<file path="src/rtl/rst_seq_ctrl_if.sv">
// Reset sequencer request/status bundle: reset requests and cause clear in,
// sequenced reset outputs and status out.
interface rst_seq_ctrl_if #(
  parameter int unsigned NUM_CH = 4
);
  logic              SYSRESETREQ;
  logic              LOCKUPRESET;
  logic              WDOGRESREQ;
  logic [NUM_CH-1:0] SWRST_REQ;
  logic              CAUSE_CLR;
  logic              PORESETn;
  logic              HRESETn;
  logic [NUM_CH-1:0] CH_RESETn;
  logic              RST_BUSY;
  logic [3:0]        RST_CAUSE;

  modport master (
    output SYSRESETREQ, LOCKUPRESET, WDOGRESREQ, SWRST_REQ, CAUSE_CLR,
    input  PORESETn, HRESETn, CH_RESETn, RST_BUSY, RST_CAUSE
  );

  modport slave (
    input  SYSRESETREQ, LOCKUPRESET, WDOGRESREQ, SWRST_REQ, CAUSE_CLR,
    output PORESETn, HRESETn, CH_RESETn, RST_BUSY, RST_CAUSE
  );
endinterface

</file>
<file path="src/rtl/rst_seq_ctrl.sv">
// Reset sequencer: stretches power-on reset, holds system reset for a minimum time,
// releases peripheral channels in staggered order, supports per-channel soft reset.
module rst_seq_ctrl #(
  parameter int unsigned NUM_CH     = 4,
  parameter int unsigned CNT_W      = 8,
  parameter int unsigned POR_CYCLES = 8,
  parameter int unsigned MIN_ASSERT = 16,
  parameter int unsigned STAGGER    = 4,
  parameter bit          LOCKUP_EN  = 1'b1
) (
  input  logic          CLKIN,
  input  logic          RSTIN,
  rst_seq_ctrl_if.slave bus
);

  localparam int unsigned      IDX_W     = (NUM_CH > 1) ? $clog2(NUM_CH) : 1;
  // The first RSTIN-low edge is cycle 0, so the POR count runs to the full value.
  localparam logic [CNT_W-1:0] POR_TERM  = CNT_W'(POR_CYCLES);
  localparam logic [CNT_W-1:0] HOLD_TERM = CNT_W'(MIN_ASSERT - 1);
  localparam logic [CNT_W-1:0] STG_TERM  = CNT_W'(STAGGER - 1);
  localparam logic [IDX_W-1:0] LAST_CH   = IDX_W'(NUM_CH - 1);

  typedef enum logic [1:0] {
    S_POR_HOLD,
    S_SYS_HOLD,
    S_STAGGER,
    S_RUN
  } state_t;

  state_t                       state, nxt_state;
  logic [CNT_W-1:0]             cnt, nxt_cnt;
  logic [IDX_W-1:0]             idx, nxt_idx;
  logic                         por_n, nxt_por_n;
  logic                         hrst_n, nxt_hrst_n;
  logic [NUM_CH-1:0]            ch_n, nxt_ch_n;
  logic [NUM_CH-1:0]            sw_act, nxt_sw_act;
  logic [NUM_CH-1:0][CNT_W-1:0] sw_cnt, nxt_sw_cnt;
  logic                         busy, nxt_busy;
  logic [3:0]                   cause, nxt_cause;
  logic                         lock_req;
  logic                         sys_req;

  function automatic logic [CNT_W-1:0] sat_inc(input logic [CNT_W-1:0] v);
    return (v == '1) ? v : v + 1'b1;
  endfunction

  always_comb begin
    lock_req   = bus.LOCKUPRESET & LOCKUP_EN;
    sys_req    = bus.SYSRESETREQ | bus.WDOGRESREQ | lock_req;
    nxt_state  = state;
    nxt_cnt    = cnt;
    nxt_idx    = idx;
    nxt_por_n  = por_n;
    nxt_hrst_n = hrst_n;
    nxt_ch_n   = ch_n;
    nxt_sw_act = sw_act;
    nxt_sw_cnt = sw_cnt;
    // Set beats clear per bit; the clear only drops bits not being set this cycle.
    nxt_cause  = (cause & ~{4{bus.CAUSE_CLR}})
               | {bus.WDOGRESREQ, lock_req, bus.SYSRESETREQ, 1'b0};

    if (sys_req && (state != S_POR_HOLD)) begin
      nxt_state  = S_SYS_HOLD;
      nxt_cnt    = '0;
      nxt_idx    = '0;
      nxt_hrst_n = 1'b0;
      nxt_ch_n   = '0;
      nxt_sw_act = '0;
      nxt_sw_cnt = '0;
    end else begin
      case (state)
        S_POR_HOLD: begin
          if (cnt == POR_TERM) begin
            nxt_por_n = 1'b1;
            nxt_state = S_SYS_HOLD;
            nxt_cnt   = '0;
          end else begin
            nxt_cnt = sat_inc(cnt);
          end
        end
        S_SYS_HOLD: begin
          if (cnt == HOLD_TERM) begin
            nxt_hrst_n = 1'b1;
            nxt_state  = S_STAGGER;
            nxt_cnt    = '0;
            nxt_idx    = '0;
          end else begin
            nxt_cnt = sat_inc(cnt);
          end
        end
        S_STAGGER: begin
          if (cnt == STG_TERM) begin
            nxt_ch_n[idx] = 1'b1;
            nxt_cnt       = '0;
            if (idx == LAST_CH) begin
              nxt_state = S_RUN;
            end else begin
              nxt_idx = idx + 1'b1;
            end
          end else begin
            nxt_cnt = sat_inc(cnt);
          end
        end
        S_RUN: begin
          for (int unsigned i = 0; i < NUM_CH; i++) begin
            if (bus.SWRST_REQ[i]) begin
              nxt_sw_act[i] = 1'b1;
              nxt_sw_cnt[i] = '0;
              nxt_ch_n[i]   = 1'b0;
            end else if (sw_act[i]) begin
              if (sw_cnt[i] == HOLD_TERM) begin
                nxt_sw_act[i] = 1'b0;
                nxt_sw_cnt[i] = '0;
                nxt_ch_n[i]   = 1'b1;
              end else begin
                nxt_sw_cnt[i] = sat_inc(sw_cnt[i]);
              end
            end
          end
        end
        default: nxt_state = S_POR_HOLD;
      endcase
    end

    nxt_busy = (nxt_state != S_RUN) || (|nxt_sw_act);
  end

  always_ff @(posedge CLKIN) begin
    if (RSTIN) begin
      state  <= S_POR_HOLD;
      cnt    <= '0;
      idx    <= '0;
      por_n  <= 1'b0;
      hrst_n <= 1'b0;
      ch_n   <= '0;
      sw_act <= '0;
      sw_cnt <= '0;
      busy   <= 1'b1;
      cause  <= 4'b0001;
    end else begin
      state  <= nxt_state;
      cnt    <= nxt_cnt;
      idx    <= nxt_idx;
      por_n  <= nxt_por_n;
      hrst_n <= nxt_hrst_n;
      ch_n   <= nxt_ch_n;
      sw_act <= nxt_sw_act;
      sw_cnt <= nxt_sw_cnt;
      busy   <= nxt_busy;
      cause  <= nxt_cause;
    end
  end

  assign bus.PORESETn  = por_n;
  assign bus.HRESETn   = hrst_n;
  assign bus.CH_RESETn = ch_n;
  assign bus.RST_BUSY  = busy;
  assign bus.RST_CAUSE = cause;

endmodule

</file>
<file path="src/flat_wrapper.sv">
// flat-port wrapper written by rule: the top's interface ports become plain ports
module rst_seq_ctrl_flat 
#(
  parameter int unsigned NUM_CH     = 4,
  parameter int unsigned CNT_W      = 8,
  parameter int unsigned POR_CYCLES = 8,
  parameter int unsigned MIN_ASSERT = 16,
  parameter int unsigned STAGGER    = 4,
  parameter bit          LOCKUP_EN  = 1'b1
)
  (CLKIN, RSTIN, bus_SYSRESETREQ, bus_LOCKUPRESET, bus_WDOGRESREQ, bus_SWRST_REQ, bus_CAUSE_CLR, bus_PORESETn, bus_HRESETn, bus_CH_RESETn, bus_RST_BUSY, bus_RST_CAUSE);
  rst_seq_ctrl_if #(.NUM_CH(NUM_CH)) bus_i ();
  input  logic CLKIN;
  input  logic RSTIN;
  input wire logic [$bits(bus_i.SYSRESETREQ)-1:0] bus_SYSRESETREQ;
  input wire logic [$bits(bus_i.LOCKUPRESET)-1:0] bus_LOCKUPRESET;
  input wire logic [$bits(bus_i.WDOGRESREQ)-1:0] bus_WDOGRESREQ;
  input wire logic [$bits(bus_i.SWRST_REQ)-1:0] bus_SWRST_REQ;
  input wire logic [$bits(bus_i.CAUSE_CLR)-1:0] bus_CAUSE_CLR;
  output wire logic [$bits(bus_i.PORESETn)-1:0] bus_PORESETn;
  output wire logic [$bits(bus_i.HRESETn)-1:0] bus_HRESETn;
  output wire logic [$bits(bus_i.CH_RESETn)-1:0] bus_CH_RESETn;
  output wire logic [$bits(bus_i.RST_BUSY)-1:0] bus_RST_BUSY;
  output wire logic [$bits(bus_i.RST_CAUSE)-1:0] bus_RST_CAUSE;
  assign bus_i.SYSRESETREQ = bus_SYSRESETREQ;
  assign bus_i.LOCKUPRESET = bus_LOCKUPRESET;
  assign bus_i.WDOGRESREQ = bus_WDOGRESREQ;
  assign bus_i.SWRST_REQ = bus_SWRST_REQ;
  assign bus_i.CAUSE_CLR = bus_CAUSE_CLR;
  assign bus_PORESETn = bus_i.PORESETn;
  assign bus_HRESETn = bus_i.HRESETn;
  assign bus_CH_RESETn = bus_i.CH_RESETn;
  assign bus_RST_BUSY = bus_i.RST_BUSY;
  assign bus_RST_CAUSE = bus_i.RST_CAUSE;
  rst_seq_ctrl #(.NUM_CH(NUM_CH), .CNT_W(CNT_W), .POR_CYCLES(POR_CYCLES), .MIN_ASSERT(MIN_ASSERT), .STAGGER(STAGGER), .LOCKUP_EN(LOCKUP_EN)) u_core (.CLKIN(CLKIN), .RSTIN(RSTIN), .bus(bus_i));
endmodule
</file>
<file path="config.mk">
export PLATFORM = sky130hd
export DESIGN_NAME = rst_seq_ctrl_flat
export DESIGN_NICKNAME = d
export VERILOG_FILES = /design/src/rtl/rst_seq_ctrl_if.sv /design/src/rtl/rst_seq_ctrl.sv /design/src/flat_wrapper.sv
export SDC_FILE = /design/constraint.sdc
export NUM_CORES = 1
export LEC_CHECK = 0
export ABC_AREA = 1
export BUFFER_PORTS_ARGS = -buffer_cell sky130_fd_sc_hd__buf_2
export CAP_MARGIN = 20
export CORE_ASPECT_RATIO = 1.1
export CORE_MARGIN = 2
export CORE_UTILIZATION = 30
export CTS_CLUSTER_SIZE = 16
export DETAILED_ROUTE_END_ITERATION = 10
export HOLD_SLACK_MARGIN = 0.08
export SETUP_SLACK_MARGIN = 0.05
export SYNTH_ARGS = -nofsm -noshare
export SYNTH_HDL_FRONTEND = slang
export SYNTH_SLANG_ARGS = --single-unit
</file>
<file path="constraint.sdc">
create_clock -name CLKIN -period 2.3 [get_ports CLKIN]
set_clock_uncertainty 0.15 [all_clocks]
set_input_delay 0.115 -clock CLKIN [delete_from_list [all_inputs] [get_ports CLKIN]]
set_output_delay 0.115 -clock CLKIN [all_outputs]
set_load 0.02 [all_outputs]
</file>
* Word-level counts from Yosys, hierarchy flattened
Cells that the tools add are included.
** Word-level totals
- Bits in registers :: 59
- Input bits :: 10
- Output and inout port bits :: 11
- Logic and storage cells :: 149
** Operators by class
- Add/sub/neg operators :: 6
- Magnitude comparators :: 2
- Eq/ne operators :: 32
- Multiplexer cells :: 61
- Bitwise logic cells :: 7
- Reductions and logical operators :: 25
** Operator list (number)
- $mux 8 :: 20
- $eq 8x4->1 const B :: 6
- $add 8x1->8 const B :: 5
- $eq 8x8->1 const B :: 5
- $ne 3x2->1 const B :: 12
- $mux 1 :: 25
- $pmux 8 s3 :: 1
- $reduce_and 4->1 :: 5
- $mux 2 :: 8
- $reduce_and 3->1 :: 5
- $reduce_bool 2->1 :: 7
- $mux 4 :: 3
- $eq 8x2->1 const B :: 1
- $or 4x4->4 :: 2
- $pmux 4 s2 :: 1
- $eq 2x2->1 const B :: 3
- $pmux 2 s3 :: 1
- $and 4x4->4 :: 1
- $ne 2x1->1 const B :: 2
- $ne 2x2->1 const B :: 2
- $not 4->4 :: 1
- $pmux 2 s2 :: 1
- $reduce_or 4->1 :: 1
- $lt 2x3->1 const B :: 1
- 12 further kinds :: 14

* Depth between registers and ports, before layout
Gate-level depths: netlist of the first run.
- Word-level depth :: 8
- Gate-level depth with buffers :: 11
- Gate-level depth less buffers :: 11

* Worst setup path before layout of the first run
No wires, ideal clock.
- Kind :: register to register
- Start :: register u_core.state[1]
- End :: register u_core.busy (netlist: u_core.bus.RST_BUSY)
- Setup time :: 0.121 ns
- Arrival time :: 1.389 ns
- Required time :: 2.029 ns
- Slack :: 0.640 ns
- Stages on the path, launching flop included :: 11
- Path buffers :: 2
- Period minus slack after synthesis :: 1.660 ns
- Cell sequence :: dfxtp_1 -> ha_1 -> buf_4 -> inv_4 -> buf_6 -> nor2_2 -> nand4_1 -> a21oi_1 -> nand2_1 -> nor2_1 -> nand3_1
** On the way
- Cells in the longest elaborated chain, start to end :: 6
- Elaborated cells on any way between the ends :: 17
- Those cells by class :: 4 x eq/ne; 8 x mux; 5 x reduce/logical
** Ends and longest elaborated chain
- start: declaration :: RTL line rst_seq_ctrl.sv:30 : state_t state, nxt_state;
- start signal: assignment :: RTL line rst_seq_ctrl.sv:141 : state <= nxt_state;
- $mux 2 :: RTL line rst_seq_ctrl.sv:95 : if (idx == LAST_CH) begin
- $mux 2 :: RTL line rst_seq_ctrl.sv:92 : if (cnt == STG_TERM) begin
- $pmux 2 s3 :: RTL line rst_seq_ctrl.sv:71 : case (state)
- $mux 2 :: RTL line rst_seq_ctrl.sv:62 : if (sys_req && (state != S_POR_HOLD)) begin
- $ne 2x2->1 :: RTL line rst_seq_ctrl.sv:125 : nxt_busy = (nxt_state != S_RUN) || (|nxt_sw_act);
- $logic_or 1x1->1 (*) :: RTL line rst_seq_ctrl.sv:125
- end signal: assignment :: RTL line rst_seq_ctrl.sv:149 : busy <= nxt_busy;
- end: declaration :: RTL line rst_seq_ctrl.sv:38 : logic busy, nxt_busy;
Mark *: on every way between the ends. The rest lies on a longest branch, timed or not.
A chain may end at the register's enable or synchronous reset.

* Worst setup path after layout of the first run
- Start :: input bus_CAUSE_CLR
- End :: register u_core.cause[1] (netlist: u_core.bus.RST_CAUSE[1])
** On the way
- Cells in the longest elaborated chain, start to end :: 3
** Ends and longest elaborated chain
- start: declaration :: RTL line flat_wrapper.sv:19 : input wire logic [$bits(bus_i.CAUSE_CLR)-1:0] bus_CAUSE_CLR;
- $not 4->4 :: RTL line rst_seq_ctrl.sv:59 : nxt_cause = (cause & ~{4{bus.CAUSE_CLR}})
- $and 4x4->4 :: RTL line rst_seq_ctrl.sv:59
- $or 4x4->4 :: RTL line rst_seq_ctrl.sv:60 : | {bus.WDOGRESREQ, lock_req, bus.SYSRESETREQ, 1'b0};
- end signal: assignment :: RTL line rst_seq_ctrl.sv:150 : cause <= nxt_cause;
- end: declaration :: RTL line rst_seq_ctrl.sv:39 : logic [3:0] cause, nxt_cause;
Every way passes these cells.

==> reports/qor.yml, run 1 <==
status: "finished, final reports clean"
ioPinCount: 21
n_fill_cell: 1226
drc: 0
rsz0062_at_grt: "false"
wl_per_cell_um: 11.5
syn-cell-area_um2: 3570
cts_sinks: 59
synth_cell_types: 42
crit_path_end_kind: "flip-flop"
yosys.area.top_type: "dfxtp_1"
avgSynthCellArea_um2: 6.98
syn_to_final_growth_pct: 19.9
tightestPinTransition_ns: 0.377
numCtsBuffers: 9
die_y_um: 118
dieArea_um2: 12800
slew_violations: 0
fin_crit_sh: 0.904
hold_class: "in2reg"
clk_pin_slew_ns: 0.06
grt_use_total: 0.135
setup_tns_ns: 0
synth_top_area_share: 0.331
via_count: 3342
instances_no_fill: 706
wirelength_um: 8120
setup_viol: 0
rows: 41
post-route-min-period_ns: 2.08
finalHoldViolCount: 0
antenna_cells: 0
required_ns: 2.37
num-nets-final: 578
hpwl_um: 5810
syn_nets: 538
post_cts_resize_count: 0
grt.overflow.total: 0
cts_buffer_depth: 2
powerDensity_nw_per_um2: 641
async_flop_share: 0
clock_latency_ns: 0.33
ys_top_cells_by_area: "dfxtp_1 33%, nand2_1 10%, nor2_1 8.9%, ha_1 6.0%, inv_1 5.9%"
cap_violations: 0
grt_pass1_wl_um: 14000
synth_edf_count: 0
gp_congestion: 0.868
antenna_left: 0
avgViaCountPerCell: 4.73
relSlewSlack: 0.748
cts_htree_levels: 3
peakVddDrop_mv: 0.259
worstHoldStart: "bus_SWRST_REQ[2]"
synth-main-ff-cell: "dfxtp_1"
antenna_found_initial: 0
critPathKind: "in2reg"
dr.first_iter.drc_count: 156
dr.pass1.iters: 4
yosysSeqAreaShare: 0.331
syn_inst: 511
cp_max_fo: 4
ys_ff_latch: 59
start_util: 0.309
grt_max_degree: 25
arrival_ns: 2.15
dp.cells: 675
leakagePower_uw: 0.00172
die_w_um: 108
fmax_mhz: 481
r2r_start: "u_core.state[1]"
cp-startpoint: "bus_CAUSE_CLR"
io_buffers: 20
yosysWarnings: 0
grt_pass1_vias: 3157
drive_gt1_frac: 0.173
tritoncts: "yes"
cts_root_buf: "clkbuf_16"
cp-start-kind: "input port"
core_area_um2: 11500
==> layout by cell type, fill, tap and decap left out, drive strengths merged, types with 4 or more instances in the layout <==
master,n
o21bai,6
nor3,4
nand4,10
nand3,37
clkbuf,10
nor2,98
nand2,111
dlygate4sd3,15
o21ai,31
ha,17
dfxtp,59
a21oi,45
nand3b,4
buf,23
inv,65
==> where the power goes <==
group	internal (uW)	switching [uW]
Clock	879	517
Sequential	1040	19.9
Combinational	113	171
Total	2030	708
==> stage by stage <==
stage	setup WS (ns)	hold WS, ns	power, uW	utilization	area, um2
after floorplan	0.640	0.0824	1280	-	3570
after global placement	0.405	0.198	1340	0.330	3810
after detailed placement	0.300	0.222	1350	0.330	3810
after CTS	0.278	0.0908	2770	0.370	4280
after global routing	0.0821	0.148	2860	0.370	4280
final	0.220	0.0960	2740	0.370	4280
==> path summary, 6_finish.rpt <==
check             cells after the start                       to  slack, ns
setup / recovery                      7  u_core.bus.RST_CAUSE[1]       0.22
hold / removal                        5  u_core.bus.CH_RESETn[2]        0.1
setup reg to reg                      7         u_core.sw_act[1]       0.27
hold reg to reg                       2       u_core.bus.HRESETn       0.30
==> worst max-delay path: stages <==
cell and delay, ns:
dlygate4sd3_1 0.55, buf_2 0.11, inv_1 0.07, a21oi_1 0.14, dlygate4sd3_1 0.58, nor2_1 0.04
dlygate4sd3_1 0.55
==> cells in the mapped netlist (6+ instances only) <==
cell type   n
nand2_1    97
nor2_1     85
dfxtp_1    59
inv_1      56
a21oi_1    40
nand3_1    30
o21ai_0    20
ha_1       17
nor2_2     11
nand2_2    10
nand4_1    10
o21ai_1     9
inv_2       6
nand3_2     6
o21bai_1    6
==> cells by family after synthesis <==
kind of cell | share of synthesized area
fa+ha+maj | 0.0596
buf+inv | 0.0894
flops | 0.331
compound gates | 0.155
xor+xnor | 0.00982
simple gates | 0.355
==> layer usage <==
layer | routed length, um | track usage | part of all wire
met1 | 3920 | 0.170 | 0.48
met2 | 3790 | 0.220 | 0.47
met3 | 227 | 0.0248 | 0.028
met4 | 176 | 0.0641 | 0.022
met5 | 0 | 0 | 0
==> layout make-up <==
cell class                      count  area [um2]  area share
Clock buffer                       10         239      0.0559
Clock inverter                      6        72.6      0.0170
Inverter                           64         243      0.0568
Multi-Input combinational cell    379        2070       0.483
Sequential cell                    59        1180       0.276
Tap cell                          150         188      0.0439
Timing Repair Buffer               38         285      0.0667
==> registers in the layout, summed over array words and instances (netlist names) <==
signal,cells
u_core.bus.RST_BUSY,1
u_core.state,2
u_core.sw_cnt,32
u_core.idx,2
u_core.bus.HRESETn,1
u_core.bus.CH_RESETn,4
u_core.bus.PORESETn,1
u_core.sw_act,4
u_core.cnt,8
u_core.bus.RST_CAUSE,4
==> repair_timing <==
action,CTS,global route
hold buffers,15,0
setup buffers,0,0
hold endpoints to repair,16,0
Power figures use the tool's default switching activity.
==> run 2, diff against run 1 <==
- BUFFER_PORTS_ARGS: -buffer_cell sky130_fd_sc_hd__buf_2 -> -buffer_cell sky130_fd_sc_hd__buf_4
- CORE_ASPECT_RATIO: 1.1 -> 0.9
==> reports/qor.yml, run 2 (synthesis gave the netlist of run 1 again) <==
multi_input_area_um2: 2070
antenna_left: 0
numCtsBuffers: 9
hold_class: "in2reg"
fin_crit_sh: 0.887
arrival_ns: 2.16
hpwl_um: 5850
cp_slowest_cell: "dlygate4sd3_1"
setup_viol: 0
cts_buffer_depth: 2
setup_tns_ns: 0
hold_depth: 6
start_util: 0.309
top_regs: "u_core.sw_cnt: 32 flops, u_core.cnt: 8 flops"
wl_per_cell_um: 11.2
rsz0062_at_grt: "false"
leakagePower_uw: 0.00172
layout.area.seq_um2: 1180
largest_reg_flops: 32
n_fill_cell: 1218
cp-start-kind: "input port"
mostFrequentLayoutCell: "nand2_1"
antenna_cells: 0
cts_sinks: 59
fin_ws_ns: 0.260
grt.overflow.total: 0
grt_pass1_vias: 3126
critPathKind: "in2reg"
wirelength_um: 7920
num-nets-final: 577
cpMostUsedCell: "dlygate4sd3_1"
gp_congestion: 0.803
relSlewSlack: 0.749
dp_slack_ns: 0.375
dr.pass1.iters: 4
grt_max_degree: 18
cp_max_fo: 4
avgViaCountPerCell: 4.70
drc: 0
peakVddDrop_mv: 0.288
powerDensity_nw_per_um2: 629
r2r_slack_ns: 0.37
core_area_um2: 11500
final_cell_mix: "97 x nand2_1, 85 x nor2_1, 59 x dfxtp_1, 56 x inv_1, 40 x a21oi_1"
crit_path_end_kind: "flip-flop"
critical-path-max-stage-delay_ns: 0.56
dieArea_um2: 12800
grt_use_met2: 0.210
rows: 37
cap_violations: 0
syn_to_final_growth_pct: 20.8
grt_use_total: 0.132
grt_use_met1: 0.170
dp.cells: 682
grt_pass1_wl_um: 13800
r2r_cells: 8
fmax_mhz: 490
slew_violations: 0
io_buffers: 20
post-route-min-period_ns: 2.04
path_cells: "dlygate4sd3_1, buf_4, inv_1, a21oi_1, dlygate4sd3_1, nor2_1, dlygate4sd3_1"
grt_most_used_layer: "met2"
cts_htree_levels: 3
die_w_um: 119
status: "finished, final reports clean"
top_register: "u_core.sw_cnt"
antenna_found_initial: 0
tightestPinTransition_ns: 0.376
met3_usage: 0.0318
clock_latency_ns: 0.33
required_ns: 2.42
tritoncts: "yes"
ioPinCount: 21
drive_gt1_frac: 0.172
cts_root_buf: "clkbuf_16"
dr.first_iter.drc_count: 114
power_uw: 2710
clk_pin_slew_ns: 0.05
die_y_um: 107
finalHoldViolCount: 0
instances_no_fill: 709
via_count: 3333
==> run 2: per-stage QoR <==
stage               area (um2)  utilization  hold WS, ns
floorplan                 3570            -       0.0824
global placement          3880        0.336        0.189
detailed placement        3880        0.336        0.199
CTS                       4310        0.374        0.127
global route              4310        0.374        0.145
finish                    4310        0.374        0.132
==> run 2: power breakdown <==
part           leakage (uW)  switching (uW)  internal [uW]
clock network      0.000151             449            912
registers          0.000477            19.9           1040
logic               0.00109             166            119
==> run 2: metal layers <==
| metal | vias to the layer above | wire, um |
|---|---|---|
| met5 | - | 0 |
| met2 | 54 | 3460 |
| met3 | 16 | 219 |
| met1 | 1524 | 4080 |
| met4 | 0 | 163 |
| li1 | 1739 | - |
==> run 2: worst max-delay path, delay by kind of cell <==
kind / cells / cell delay (ns)
buffers and inverters: 5 / 1.89
AO/OA/AOI/OAI: 1 / 0.08
AND/OR/NAND/NOR: 1 / 0.08
==> run 2: final timing paths <==
| path | endpoint | from |
|---|---|---|
| setup / recovery | u_core.bus.RST_CAUSE[2] | bus_CAUSE_CLR |
| hold / removal | u_core.sw_act[0] | bus_WDOGRESREQ |
| setup reg to reg | u_core.sw_cnt[17] | u_core.sw_cnt[16] |
| hold reg to reg | u_core.bus.RST_CAUSE[0] | u_core.bus.RST_CAUSE[0] |
==> run 2: layout make-up <==
cell class | count | share of cell area
inverter | 64 | 0.0563
sequential | 59 | 0.274
multi-input combinational | 379 | 0.480
clock inverter | 2 | 0.00813
clock buffer | 12 | 0.0618
tap | 156 | 0.0453
timing repair buffer | 37 | 0.0749
==> run 2: what timing repair did <==
item | CTS | global route
buffers inserted | 0 | 0
resized for setup | 0 | 0
hold endpoints to repair | 18 | 0
endpoints found under the setup margin | 0 | 0
hold buffers | 13 | 0
==> run 3, diff against run 2 <==
- PLACE_DENSITY_LB_ADDON: not set -> 0.12
==> reports/qor.yml, run 3 (synthesis gave the netlist of run 1 again) <==
core_area_um2: 11500
status: "finished, final reports clean"
cts_buffer_depth: 2
rows: 37
drive_gt1_frac: 0.174
relSlewSlack: 0.759
start_util: 0.309
setup_tns_ns: 0
grt_pass1_vias: 3049
r2r_cells: 10
leakagePower_uw: 0.00172
via_count: 3230
dieArea_um2: 12800
setup_viol: 0
post_cts.repair.setup_buffers: 0
dr.first_iter.drc_count: 147
cpMostUsedCell: "dlygate4sd3_1"
path_cells: "dlygate4sd3_1, buf_4, inv_1, a21oi_1, dlygate4sd3_1, nor2_1, dlygate4sd3_1"
post_cts_resize_count: 0
clock_latency_ns: 0.33
crit_path_end_kind: "flip-flop"
cts_htree_levels: 3
cp-start-kind: "input port"
ioPinCount: 21
avgViaCountPerCell: 4.53
fmax_mhz: 494
antenna_found_initial: 0
top_regs: "u_core.sw_cnt: 32 flops, u_core.cnt: 8 flops"
die_y_um: 107
path_depth: 7
fin_crit_sh: 0.880
peakVddDrop_mv: 0.254
wl_per_cell_um: 12.3
grt.overflow.total: 0
slew_violations: 0
final_cell_mix: "97 x nand2_1, 85 x nor2_1, 59 x dfxtp_1, 56 x inv_1, 40 x a21oi_1"
cts_sinks: 59
cap_violations: 0
cp_max_fo: 4
post-route-min-period_ns: 2.02
worstPathBufferInverterCount: 5
io_buffers: 20
critPathKind: "in2reg"
syn_to_final_growth_pct: 20.4
grt_use_total: 0.147
antenna_cells: 0
drc: 0
wirelength_um: 8750
rsz0062_at_grt: "false"
antenna_left: 0
utilization: 0.373
crit_family: "buffers and inverters"
dr.pass1.iters: 4
finalHoldViolCount: 0
largest_reg_flops: 32
dpl-instance-area_um2: 3870
cp_slowest_cell: "dlygate4sd3_1"
powerDensity_nw_per_um2: 611
mostFrequentLayoutCell: "nand2_1"
tightestPinTransition_ns: 0.357
cts_root_buf: "clkbuf_16"
numCtsBuffers: 9
num-nets-final: 579
gp_congestion: 0.765
top_register: "u_core.sw_cnt"
clk_pin_slew_ns: 0.05
hpwl_um: 6370
hold_depth: 2
critical-path-max-stage-delay_ns: 0.56
grt_max_degree: 17
grt_pass1_wl_um: 14700
design_area_um2: 4300
n_fill_cell: 1261
die_w_um: 119
required_ns: 2.43
arrival_ns: 2.15
hold_class: "reg2reg"
tritoncts: "yes"
power_uw: 2630
run 3: cell count changes in the layout (fill, tap and decap cells not counted):
cell,change
clkinv_2,+3
dlygate4sd3_1,+2
buf_12,-1
buf_4,+1
bufinv_16,-1
clkbuf_8,-1
clkinvlp_4,+1
run 3: worst paths after layout:
kind / end / slack, ns / from
max: u_core.bus.RST_CAUSE[1] / 0.28 / bus_CAUSE_CLR
min: u_core.bus.HRESETn / 0.31 / u_core.bus.HRESETn
max reg2reg: u_core.sw_cnt[13] / 0.36 / u_core.state[0]
min reg2reg: u_core.bus.HRESETn / 0.31 / u_core.bus.HRESETn
run 3: per-layer routing:
| metal | wire (um) | track usage |
|---|---|---|
| met5 | 0 | 0 |
| met4 | 127 | 0.0587 |
| met3 | 240 | 0.0360 |
| met2 | 3860 | 0.235 |
| met1 | 4520 | 0.190 |
run 3: worst register-to-register path: cells and delay by family, from the launching register on:
| family | cells | cell delay, ns |
|---|---|---|
| adder cells (fa/ha/maj) | 1 | 0.20 |
| AND/OR/NAND/NOR | 3 | 0.33 |
| AO/OA/AOI/OAI | 2 | 0.28 |
| buffers and inverters | 4 | 0.57 |
| flip-flops | 1 | 0.34 |
run 3: power by group:
| part | internal [uW] | switching, uW | total, uW | leakage [uW] |
|---|---|---|---|---|
| clock | 779 | 493 | 1270 | 0.000141 |
| combinational | 119 | 171 | 290 | 0.00110 |
| sequential | 1040 | 20.5 | 1060 | 0.000477 |
| total | 1940 | 685 | 2630 | 0.00172 |
run 3: cell type report:
type	count	area [um2]	area share
multi-input combinational	379	2070	0.481
clock inverter	5	27.5	0.00641
timing repair buffer	39	330	0.0769
inverter	64	243	0.0565
tap	156	195	0.0454
clock buffer	11	253	0.0588
sequential	59	1180	0.275
run 3: timing repair:
item                                    CTS  global route
endpoints found under the setup margin    0             0
hold endpoints to repair                 18             0
hold buffers                             15             0
run 3: metrics by stage:
stage	worst slack (ns)	hold WS, ns	instances
6_report	0.276	0.311	713
3_5_place_dp	0.376	0.199	682
2_1_floorplan	0.640	0.0824	511
5_1_grt	0.167	0.333	713
4_1_cts	0.324	0.314	713
3_3_place_gp	0.438	0.186	682
